File: config.mk
export PLATFORM = sky130hd
export DESIGN_NAME = io_port_bridge
export DESIGN_NICKNAME = d
export VERILOG_FILES = /design/src/rtl/io_port_bridge.sv
export SDC_FILE = /design/constraint.sdc
export NUM_CORES = 1
export LEC_CHECK = 0
export CORE_UTILIZATION = 45
export DETAILED_ROUTE_END_ITERATION = 8
export PLACE_DENSITY = 0.67
export SLEW_MARGIN = 30
export SYNTH_ARGS = -nofsm -noshare
export SYNTH_HDL_FRONTEND = slang
export SYNTH_SLANG_ARGS = --single-unit
File: constraint.sdc
create_clock -name clk -period 3.8 [get_ports clk]
set_clock_uncertainty 0.05 [all_clocks]
set_input_delay 1.14 -clock clk [delete_from_list [all_inputs] [get_ports clk]]
set_output_delay 1.14 -clock clk [all_outputs]
set_load 0.05 [all_outputs]
File: src/rtl/io_port_bridge.sv
// rtl/io_port_bridge.sv - input and output word FIFOs between the processor ports and external devices
// Both FIFOs share one clock; flags come from registered counts only.
module io_port_bridge #(
  parameter int WIDTH = 16,
  parameter int DEPTH = 4,
  localparam int CW = $clog2(DEPTH) + 1
) (
  input  logic             clk,
  input  logic             reset,
  input  logic [WIDTH-1:0] s_data,
  input  logic             s_valid,
  output logic             s_ready,
  input  logic             in_rd,
  output logic [WIDTH-1:0] portIn,
  output logic             in_empty,
  input  logic             out_wr,
  input  logic [WIDTH-1:0] portOut,
  output logic [WIDTH-1:0] m_data,
  output logic             m_valid,
  input  logic             m_ready,
  output logic [CW-1:0]    in_count,
  output logic [CW-1:0]    out_count,
  output logic             err_underflow,
  output logic             err_overflow
);
  localparam int PW = $clog2(DEPTH);
  localparam logic [CW-1:0] FULL = CW'(DEPTH);

  logic [WIDTH-1:0] inMem [DEPTH];
  logic [PW-1:0]    inWrPtr, inRdPtr;
  logic [CW-1:0]    inCnt;
  logic             inPush, inPop;

  logic [WIDTH-1:0] outMem [DEPTH];
  logic [PW-1:0]    outWrPtr, outRdPtr;
  logic [CW-1:0]    outCnt;
  logic             outPush, outDrain;

  assign s_ready   = (inCnt != FULL);
  assign in_empty  = (inCnt == '0);
  assign in_count  = inCnt;
  assign inPush    = s_valid && s_ready;
  assign inPop     = in_rd && !in_empty;

  assign m_valid   = (outCnt != '0);
  assign m_data    = outMem[outRdPtr];
  assign out_count = outCnt;
  assign outDrain  = m_valid && m_ready;
  // A full FIFO still accepts a write when its head leaves in the same cycle.
  assign outPush   = out_wr && ((outCnt != FULL) || outDrain);

  always_ff @(posedge clk) begin
    if (reset) begin
      inWrPtr       <= '0;
      inRdPtr       <= '0;
      inCnt         <= '0;
      portIn        <= '0;
      err_underflow <= 1'b0;
    end else begin
      if (inPush)
        inWrPtr <= inWrPtr + 1'b1;
      if (inPop) begin
        portIn  <= inMem[inRdPtr];
        inRdPtr <= inRdPtr + 1'b1;
      end
      if (in_rd && in_empty)
        err_underflow <= 1'b1;
      if (inPush && !inPop)
        inCnt <= inCnt + 1'b1;
      else if (!inPush && inPop)
        inCnt <= inCnt - 1'b1;
    end
  end

  always_ff @(posedge clk) begin
    if (reset) begin
      outWrPtr     <= '0;
      outRdPtr     <= '0;
      outCnt       <= '0;
      err_overflow <= 1'b0;
    end else begin
      if (outPush)
        outWrPtr <= outWrPtr + 1'b1;
      if (outDrain)
        outRdPtr <= outRdPtr + 1'b1;
      if (out_wr && !outPush)
        err_overflow <= 1'b1;
      if (outPush && !outDrain)
        outCnt <= outCnt + 1'b1;
      else if (!outPush && outDrain)
        outCnt <= outCnt - 1'b1;
    end
  end

  // Storage is never cleared; only pointers and counts reset.
  always_ff @(posedge clk) begin
    if (!reset && inPush)
      inMem[inWrPtr] <= s_data;
    if (!reset && outPush)
      outMem[outWrPtr] <= portOut;
  end
endmodule
# Word level (Yosys, flattened, before mapping)

Memories as Yosys holds them, arrays and structs flattened. A register that Yosys moved wholly into a read port is not among the register bits.
Index checks and enable logic that the tools add are counted.

$add $sub $neg: 8
Eq/ne operators: 2
Multiplexer cells: 10
Reduce and logical (&&, ||, !) cells: 23

Operator list:

| operator                                                           | number |
|---|---|
| 1-bit logical AND                                                  | 12 |
| 3-bit 2-to-1 mux                                                   | 4 |
| 2-bit by 1-bit adder with 2-bit output, second input constant      | 4 |
| 3-bit by 1-bit adder with 3-bit output, second input constant      | 2 |
| 1-bit zero test                                                    | 6 |
| 3-bit inequality test, second input constant                       | 2 |
| 3-bit by 1-bit subtractor with 3-bit output, second input constant | 2 |
| 1-bit 2-to-1 mux                                                   | 4 |
| 2-bit 2-to-1 mux                                                   | 2 |
| 2-bit nonzero test                                                 | 2 |
| 3-bit zero test                                                    | 1 |
| 3-bit nonzero test                                                 | 1 |
| 1-bit logical OR                                                   | 1 |

Register bits: 16
RAM bits: 128
Word-level logic and storage cells: 53
Memories: 2

Memory list:

| memory | depth | bits a word | rd ports | clocked after Yosys merged registers in | wr ports | RTL line | text |
|---|---|---|---|---|---|---|---|
| inMem  | 4     | 16          | 1        | 1                                       | 1        | 29       | `logic [WIDTH-1:0] inMem [DEPTH];` |
| outMem | 4     | 16          | 1        | 1                                       | 1        | 34       | `logic [WIDTH-1:0] outMem [DEPTH];` |

# Depth between registers and ports, before layout

Word-level depth: 8
Depth in mapped cells: 8

# Least setup slack after synthesis

No wires, ideal clock.

Path type: register to output
From: register inCnt[0], in the netlist in_count[0]
To: output in_empty
Data arrival time: 1.774 ns
Required time: 2.610 ns
Setup slack: 0.836 ns
Stages on the path, launching flop included: 2
Cells stage by stage: dfxtp_1 > nor3_1

Longest elaborated chain between the ends: 1

RTL lines:

| what                     | RTL line | text |
|---|---|---|
| start: declaration       | 31       | `logic [CW-1:0] inCnt;` |
| start signal: assignment | 69       | `inCnt <= inCnt + 1'b1;` |
| start signal: assignment | 71       | `inCnt <= inCnt - 1'b1;` |
| 3-bit zero test          | 40       | `assign in_empty = (inCnt == '0);` |
| end: declaration         | 15       | `output logic in_empty,` |

Every way passes these cells.

==> tab_implementation.tex <==
\begin{tabular}{lr}
\hline
Metric & Value \\
\hline
\multicolumn{2}{l}{\textbf{Global route}} \\
\quad Residual overflow from global routing & 0 \\
\quad Wire length of the first global-routing pass & 16900 um \\
\quad Vias in the first global route & 3255 \\
\quad Maximum number of pins on one net before global-route repair & 18 \\
\quad Global-route usage over all layers & 0.166 \\
\quad Initial antenna violation count & 0 \\
\multicolumn{2}{l}{\textbf{Clock tree}} \\
\quad CTS Hold Buffers Added & 0 \\
\quad TritonCTS clock tree & done \\
\quad Buffer type at the clock tree root & sky130\_fd\_sc\_hd\_\_clkbuf\_16 \\
\quad Clk sink count & 162 \\
\quad \# resized after CTS & 0 \\
\quad Clock tree buffer depth & 2 \\
\quad Number of buffers inserted to repair setup after CTS & 0 \\
\quad Clock-pin slew on the worst setup and hold paths & 0.06 ns \\
\quad Clock latency at the later pin of the worst-skew pair & 0.42 ns \\
\quad Number of buffers created by CTS & 17 \\
\quad CTS H-tree lvls & 4 \\
\multicolumn{2}{l}{\textbf{Power and ir drop}} \\
\quad Sw Share & 0.315 \\
\quad Share of power burned in combinational logic & 0.292 \\
\quad Pwr dens & 726 nW/um2 \\
\quad Proportion of power drawn by the clock network & 0.314 \\
\quad Internal portion of total power & between 3 and 4 mW \\
\quad Power Total & 5.61 mW \\
\quad Sequential share of power & 0.394 \\
\quad Power spent charging and discharging nets & 1.77 mW \\
\quad Max rail drop VDD & 0.000436 V \\
\quad Leakage component of the power & between 2 and 3 nW \\
\multicolumn{2}{l}{\textbf{Floorplan}} \\
\quad Starting utilization of the core area & 0.460 \\
\quad Number of top-level design ports & just over 80 \\
\quad \# rows & 42 \\
\quad Total Die Area & 14000 um2 \\
\quad Core area & 13200 um2 \\
\quad Horizontal die dimension & 118 um \\
\quad Height of the die & 118 um \\
\multicolumn{2}{l}{\textbf{Yosys}} \\
\quad Synthesized cell area & 6090 um2 \\
\quad Most used flip-flop cell after synthesis & sky130\_fd\_sc\_hd\_\_edfxtp\_1 \\
\quad Post-synthesis sequential element count & 162 \\
\quad Syn nets & 357 \\
\quad Portion of the post-synthesis area used by sequential elements & 0.743 \\
\quad Share of synthesized registers carrying an async set or reset & 0 \\
\quad Post-Synthesis Mean Instance Area & 19.8 um2 \\
\quad Number of synthesized flops with an enable pin & 128 \\
\quad Count of different cell masters after synthesis & 33 \\
\quad Cells after synthesis & a little over 300 \\
\quad Synthesis Warnings & 0 \\
\multicolumn{2}{l}{\textbf{Critical path}} \\
\quad Family with the most delay on the worst path & buffers and inverters \\
\quad Largest stage delay on the critical path & approximately 0.72 ns \\
\quad Worst-case reg-to-reg path depth & 7 \\
\quad Critical path endpoint category & output pin \\
\quad Number of buffers and inverters on the critical path & 2 \\
\quad End of the worst register-to-register path & out\_count[2] \\
\quad Startpoint-to-endpoint class of the critical path & flop to output pin \\
\quad Standard cell with the maximum stage delay on the critical path & sky130\_fd\_sc\_hd\_\_clkdlybuf4s50\_1 \\
\quad Crit path required time & 2.61 ns \\
\quad Crit path max fanout & 16 \\
\quad Critical path launch point type & flop \\
\quad Arrival time at the worst endpoint & 2.33 ns \\
\quad Worst setup path end & m\_data[11] \\
\quad Worst path cell trace & buf\_4, mux4\_2, clkdlybuf4s50\_1 \\
\quad Beginning of the worst register-to-register path & out\_count[0] \\
\quad Logic depth of the worst setup path including buffers & 3 \\
\quad Setup slack of the most critical reg-to-reg path & roughly 1.6 ns \\
\multicolumn{2}{l}{\textbf{STA}} \\
\quad Worst-margin pin slew & 0.920 ns \\
\quad Final Slew Violations & 0 \\
\quad Maximum frequency from static timing analysis & 284 MHz \\
\quad Time the worst path needs with I/O delays and setup & approximately 3.5 ns \\
\quad RSZ-0062 raised after global routing & no \\
\quad Final worst-path cycle share & 0.926 \\
\quad Count of endpoints failing setup in the final report & 0 \\
\quad Number of failing hold endpoints at the final stage & 0 \\
\quad Worst rel slew slack & 0.386 \\
\quad Accumulated negative setup slack & 0 ns \\
\quad Min Hold Slack & 0.429 ns \\
\multicolumn{2}{l}{\textbf{Layout}} \\
\quad Fill cell instance count of the final layout & 1024 \\
\quad Cell area after layout & 7720 um2 \\
\quad Growth of design area from synthesis to finish & 26.8\% \\
\quad Final Util & 0.583 \\
\quad Proportion of layout cells with a drive suffix above 1 & 0.184 \\
\quad Final Net Count & $\sim$460 \\
\quad Ant diodes & 0 \\
\multicolumn{2}{l}{\textbf{Place}} \\
\quad Final weighted congestion of routability-driven global placement & 0.745 \\
\quad Placement Cell Area & 7110 um2 \\
\quad Placed wire-length estimate & between 6000 and 7000 um \\
\quad Number of port buffers & 80 \\
\multicolumn{2}{l}{\textbf{Worst hold path}} \\
\quad Class of the tightest hold or removal check & flop to flop \\
\multicolumn{2}{l}{\textbf{Routing}} \\
\quad Vias per inst & 5.12 \\
\quad Number of design-rule violations left by the first detailed-router iteration & 180 \\
\quad Final Routed Wirelength & around 11000 um \\
\quad Remaining DRCs & 0 \\
\quad Pre-Repair DR Iteration Count & 4 \\
\quad Count of antenna-violating nets left after detailed routing & 0 \\
\quad Total via count in the routed design & between 3000 and 4000 \\
\quad Average wire per cell in the routed design & around 18 um \\
\multicolumn{2}{l}{\textbf{Status}} \\
\quad Result of the run & complete, no violations \\
\multicolumn{2}{l}{\textbf{Flow run}} \\
\quad Number of max-cap violations & 0 \\
\hline
\end{tabular}
[kinds of logic after synthesis]
| kind of cell | count (synthesis) | share of synthesized area |
|---|---|---|
| and+or+nand+nor | 35 | 0.0316 |
| DFF | 162 | 0.743 |
| muxes | 34 | 0.123 |
| adders and majority gates | 12 | 0.0271 |
| AOI/OAI and AO/OA | 34 | 0.0421 |
| buffers and inverters | 22 | 0.0222 |
| xor gates and xnor gates | 8 | 0.0115 |
[cell type report]
cell class / count / area, um2 / share of cell area
Clock inverter: 14 / 188 / 0.0243
Sequential cell: 162 / 4520 / 0.586
Timing Repair Buffer: 93 / 896 / 0.116
Multi-Input combinational cell: 123 / 1430 / 0.185
Clock buffer: 18 / 429 / 0.0556
Inverter: 9 / 33.8 / 0.00437
Tap cell: 176 / 220 / 0.0285
[power by group through the flow]
stage               Clock, mW  Sequential [mW]  Combinational, mW
finish                   1.76             2.21               1.64
global route             1.86             2.23               1.74
CTS                      1.80             2.21               1.66
detailed placement          0             2.25               1.66
global placement            0             2.24               1.65
floorplan                   0             2.47              0.961
[worst min-delay path by stage]
stage / end / startpoint / cells past startpoint / slack, ns
after floorplan: inWrPtr[0] / inWrPtr[0] / 2 / 0.43
after global placement: portIn[8] / portIn[8] / 1 / 0.41
after detailed placement: err_overflow / err_overflow / 2 / 0.41
after CTS: portIn[5] / portIn[5] / 1 / 0.43
after global routing: portIn[5] / portIn[5] / 1 / 0.44
final: portIn[0] / portIn[0] / 1 / 0.43
[layout by cell type (no fill, tap or decap)]
| master | count |
|---|---|
| sky130_fd_sc_hd__edfxtp_1 | 128 |
| sky130_fd_sc_hd__clkdlybuf4s50_1 | 79 |
| sky130_fd_sc_hd__dfxtp_1 | 34 |
| sky130_fd_sc_hd__mux4_2 | 30 |
| sky130_fd_sc_hd__clkbuf_16 | 17 |
| sky130_fd_sc_hd__a22o_1 | 16 |
| sky130_fd_sc_hd__buf_4 | 14 |
| sky130_fd_sc_hd__nor2_1 | 13 |
| sky130_fd_sc_hd__ha_1 | 10 |
| sky130_fd_sc_hd__inv_1 | 9 |
| sky130_fd_sc_hd__and2_1 | 8 |
| sky130_fd_sc_hd__xor2_1 | 8 |
| sky130_fd_sc_hd__a21oi_1 | 8 |
| sky130_fd_sc_hd__o21ai_0 | 6 |
| sky130_fd_sc_hd__or3_1 | 4 |
| sky130_fd_sc_hd__bufinv_16 | 4 |
| sky130_fd_sc_hd__nor3_1 | 3 |
| sky130_fd_sc_hd__clkinvlp_4 | 3 |
| sky130_fd_sc_hd__clkinv_2 | 3 |
| sky130_fd_sc_hd__mux2i_1 | 2 |
| sky130_fd_sc_hd__o311ai_0 | 2 |
| sky130_fd_sc_hd__nand3_1 | 2 |
| sky130_fd_sc_hd__mux4_1 | 2 |
| sky130_fd_sc_hd__fa_1 | 2 |
| sky130_fd_sc_hd__clkinv_4 | 2 |
| sky130_fd_sc_hd__nor3b_1 | 1 |
| sky130_fd_sc_hd__nor4b_2 | 1 |
| sky130_fd_sc_hd__o31ai_1 | 1 |
| sky130_fd_sc_hd__o31ai_4 | 1 |
| sky130_fd_sc_hd__nor2_2 | 1 |
| sky130_fd_sc_hd__and2b_1 | 1 |
| sky130_fd_sc_hd__nand3b_1 | 1 |
| sky130_fd_sc_hd__clkinv_1 | 1 |
| sky130_fd_sc_hd__clkbuf_1 | 1 |
| sky130_fd_sc_hd__inv_6 | 1 |
[layer usage]
layer  vias to the layer above  GRT usage  wire, um
li1                       1428          -         -
met1                      1535      0.208      4740
met2                        71      0.267      5210
met3                        12     0.0545       495
met4                         0     0.0649       136
met5                         -          0         0
[synthesized netlist by cell type (all sizes together), types with 3 or more instances]
master / number / area [um2]
a21oi: 8 / 40.0
a22o: 16 / 140
and2: 8 / 50.1
buf: 11 / 92.6
dfxtp: 34 / 681
edfxtp: 128 / 3840
ha: 10 / 125
inv: 9 / 33.8
mux4: 32 / 728
nor2: 14 / 55.1
nor3: 3 / 15.0
o21ai: 6 / 30.0
or3: 4 / 25.0
xor2: 8 / 70.1
[sequential cells by signal, indices dropped and copies added (netlist names), named ones only]
register / count
err_overflow: 1
err_underflow: 1
inMem: 64
inRdPtr: 2
inWrPtr: 2
in_count: 3
outMem: 64
outRdPtr: 2
outWrPtr: 2
out_count: 3
portIn: 16
[per-stage QoR]
step | std cells | setup WS, ns
floorplan | 307 | 0.836
global placement | 563 | 0.631
detailed placement | 563 | 0.563
CTS | 595 | 0.226
global route | 595 | 0.183
finish | 595 | 0.281
No activity file was read; power rests on OpenSTA's default activity.
==> variant 1, RTL diff (same settings) <==
Set the parameter `WIDTH` to 32 (it was 16).
--- a/src/rtl/io_port_bridge.sv
+++ b/src/rtl/io_port_bridge.sv
@@ -1,7 +1,7 @@
 // rtl/io_port_bridge.sv - input and output word FIFOs between the processor ports and external devices
 // Both FIFOs share one clock; flags come from registered counts only.
 module io_port_bridge #(
-  parameter int WIDTH = 16,
+  parameter int WIDTH = 32,
   parameter int DEPTH = 4,
   localparam int CW = $clog2(DEPTH) + 1
 ) (
Ports: changed (resized m_data, portIn, portOut and s_data); port bits go from 81 to 145. No check against the original RTL was run, so the function may have changed too.
==> variant 1 against the original RTL <==
Worst setup slack improved by 140 ps. Area after synthesis up 84%. Register-to-register slack worse by 100 ps. Power grew 73%. Sequential cell count increased by 144. Final cell count rose by 73%. Largest power group unchanged. Combinational power is 68% higher. Final area up 81%. Via count up 80%. Routed wire length grew 95%.
==> variant 1: results (changes against the original RTL) <==
* Status: finished, final reports clean
* Total CTS buffers at 31 (+14)
* Drt total wl at 20700 microns (+95%)
* Gate power share at 28.5% (-0.7 points)
* First-pass GRT wire length at 32700 microns (+94%)
* Mean number of vias per cell at 5.33 (+4.0%)
* GRT Total Usage at 16.7% (+0.083 points)
* Worst-Skew Late Latency at 540 ps (+120 ps)
* H-tree lvl count at 1 (-3)
* Ranking of synthesized cells by area: edfxtp_1 69%, mux4_2 12%, dfxtp_1 8.9%
* Longest Clk Path Bufs at 3 (+1)
* Slew headroom at 38.5% (-0.12 points)
* Hpwl dp at 12400 microns (+89%)
* Peak supply drop at 0.000513 V (+18%)
* Switch share at 31.2% (-0.22 points)
* TritonRoute pass-1 iters at 5 (+1)
* Vias in the first global route at 5893 (+81%)
* Fill count at 1835 (+79%)
* Layout cells sized above 1 at 22.8% (+4.4 points)
* Syn Nets at 592 (+66%)
* Commonest cells post-synth: 256 x edfxtp_1, 62 x mux4_2, 50 x dfxtp_1
* Post-synth cell types at 29 (-12%)
* IO Port Bufs at 144 (+80%)
* Seq/Total Area, Yosys at 77.5% (+3.3 points)
* Leak at 4.60 nW (+77%)
* Iteration-0 DRC count of the detailed router at 309 (+72%)
-- variant 1: cell count changes after synthesis, moves of 2 or more --
cell,delta
edfxtp_1,+128
buf_6,+3
buf_2,+4
mux4_2,+32
buf_12,+2
a22o_1,+16
clkbuf_1,+4
dfxtp_1,+16
-- variant 1: cell families after synthesis --
group	share of synthesized area, %
flip-flops	77.5
multiplexers	13.1
AO/OA/AOI/OAI	3.54
AND/OR/NAND/NOR	1.74
buffers and inverters	1.97
adder cells (fa/ha/maj)	1.47
XOR/XNOR	0.625
-- variant 1: path summary, 6_finish.rpt --
check / from / to / slack [ps] / depth (start not counted)
max: in_count[2] / s_ready / 420 / 3
min: err_overflow / err_overflow / 420 / 2
max reg2reg: in_count[0] / in_count[2] / 1520 / 7
min reg2reg: err_overflow / err_overflow / 420 / 2
-- variant 1: critical path: stages (launching register included) --
cell and delay, ps:
dfxtp_1 470, nor3b_2 340, inv_1 130, clkdlybuf4s50_1 720
-- variant 1: final cells by class --
cell class              count  area (sq um)  share of cell area [%]
diodes                      1          2.50                  0.0179
clock buffers              49           873                    6.25
clock inverters             8          66.3                   0.475
inverters                   9          33.8                   0.242
multi-input cells         171          2310                    16.5
flip-flops and latches    306          8690                    62.2
well taps                 324           405                    2.90
repair buffers            159          1590                    11.4
-- variant 1: stage by stage --
step	power (mW)	std cells
final	9.70	1027
after floorplan	6.20	510
after detailed placement	7.02	969
after CTS	9.82	1026
after global placement	6.96	969
after global routing	10.1	1026
-- variant 1: metal layers --
layer	global-route usage [%]	routed length, microns
met2	27.4	10000
met5	0	13
met1	21.9	8380
met3	4.75	1820
met4	4.59	462
==> variant 2, RTL diff (same flow settings) <==
Without the edit above. Make the reset (`reset`) asynchronous in 2 clocked blocks.
--- a/src/rtl/io_port_bridge.sv
+++ b/src/rtl/io_port_bridge.sv
@@ -49,7 +49,7 @@
   // A full FIFO still accepts a write when its head leaves in the same cycle.
   assign outPush   = out_wr && ((outCnt != FULL) || outDrain);
 
-  always_ff @(posedge clk) begin
+  always_ff @(posedge clk or posedge reset) begin
     if (reset) begin
       inWrPtr       <= '0;
       inRdPtr       <= '0;
@@ -72,7 +72,7 @@
     end
   end
 
-  always_ff @(posedge clk) begin
+  always_ff @(posedge clk or posedge reset) begin
     if (reset) begin
       outWrPtr     <= '0;
       outRdPtr     <= '0;
Behaviour: differs if reset is asserted again (counterexample within 4 cycles, from zero or initial values and one cycle with reset high); with reset held inactive, the same outputs for 4 cycles.
==> variant 2 against the original RTL <==
Power up 17%. Die area rose by 1.5%. Largest cell class unchanged. Critical endpoint is now m_data[10]. Sequential cell count is 2 lower. Routed wire length down 3.1%. Area after synthesis is 1.5% higher. Final area rose by 0.89%. Worst setup slack improved by 49 ps.
==> variant 2: results (changes against the original RTL) <==
* Leak at 2.76 nW (+6.0%)
* Seq/Total Area, Yosys at 75.1% (+0.82 points)
* Clock root buffer: clkbuf_16
* Min-Delay Path Class: flip-flop to flip-flop
* Slew of the pin with the lowest slew margin at 860 ps (-60.1 ps)
* WL met3 at 705 microns (+42%)
* Length of routed wiring on met1 at 4180 microns (-12%)
* Layout cells sized above 1 at 22.0% (+3.6 points)
* GRT Total Usage at 16.6% (about the same)
* CP arrival at 2280 ps (-50 ps)
* Iteration-0 DRC count of the detailed router at 221 (+23%)
* FFs w/ async S/R, synth at 20.0% (+20 points)
* First-pass GRT wire length at 17000 microns (+0.66%)
* Vias at 2862 (-6.0%)
* Peak supply drop at 0.000519 V (+19%)
* Largest net degree at the start of global routing at 33 (+15)
* Ranking of synthesized cells by area: edfxtp_1 62%, dfrtp_1 13%, mux4_2 8.7%
* TritonRoute pass-1 iters at 6 (+2)
* Post-synth cell types at 29 (-12%)
* Top sig layer: met4
* Commonest cells post-synth: 128 x edfxtp_1, 32 x dfrtp_1, 24 x mux4_2
* Syn Nets at 329 (-7.8%)
* Fill count at 989 (-3.4%)
* Status: finished, final reports clean
* Placer Congestion at 0.683 (-8.3%)
* Nets at 428 (-6.1%)
* Hpwl dp at 6680 microns (+1.9%)
* Vias in the first global route at 3146 (-3.3%)
[variant 2: final timing paths]
kind                       slack, ps             to          start
max                              330     m_data[10]    outRdPtr[1]
min                              420  err_underflow  err_underflow
max reg2reg                     1380   out_count[1]   out_count[0]
min reg2reg                      420  err_underflow  err_underflow
max in group asynchronous       2120     inRdPtr[0]          reset
min in group asynchronous       1240    in_count[1]          reset
[variant 2: through the flow]
stage	instance area [sq um]	worst slack (ps)	util [%]	cells	hold slack, ps
finish	7790	330	58.4	567	421
global route	7790	218	58.4	567	440
CTS	7790	269	58.4	567	422
detailed placement	7200	275	54.0	535	399
global placement	7200	376	54.0	535	397
floorplan	6190	750	-	279	448
[variant 2: logic make-up (layout without fill, tap and decap cells)]
group                      Yosys count  count (layout)  share of synthesized area [%]
AOI/OAI and AO/OA                    3               3                          0.586
xor gates and xnor gates            12              12                           1.70
adders and majority gates           12              12                           2.67
buffers and inverters               19             131                           1.78
DFF                                160             160                           75.1
muxes                               52              52                           16.2
and+or+nand+nor                     21              21                           1.98
[variant 2: cell type report]
type                            count  area share (%)
Sequential cell                   160            59.6
Multi-Input combinational cell    100            18.4
Timing Repair Buffer               89            11.1
Clock buffer                       23            6.54
Tap cell                          176            2.83
Clock inverter                      9            1.03
Inverter                           10           0.482
[variant 2: routing by layer]
metal	up-vias	global-route usage, %
li1	1301	-
met1	1467	19.4
met4	0	5.30
met3	11	7.14
met5	-	0
met2	83	27.5
[variant 2: power breakdown]
group / switching (mW) / total (mW) / leakage [nW] / internal (mW)
sequential: 0.285 / 2.52 / 1.53 / 2.23
clock: 0.632 / 1.64 / 0.282 / 1.00
combinational: 1.38 / 2.42 / 0.953 / 1.04
total: 2.30 / 6.58 / 2.76 / 4.28
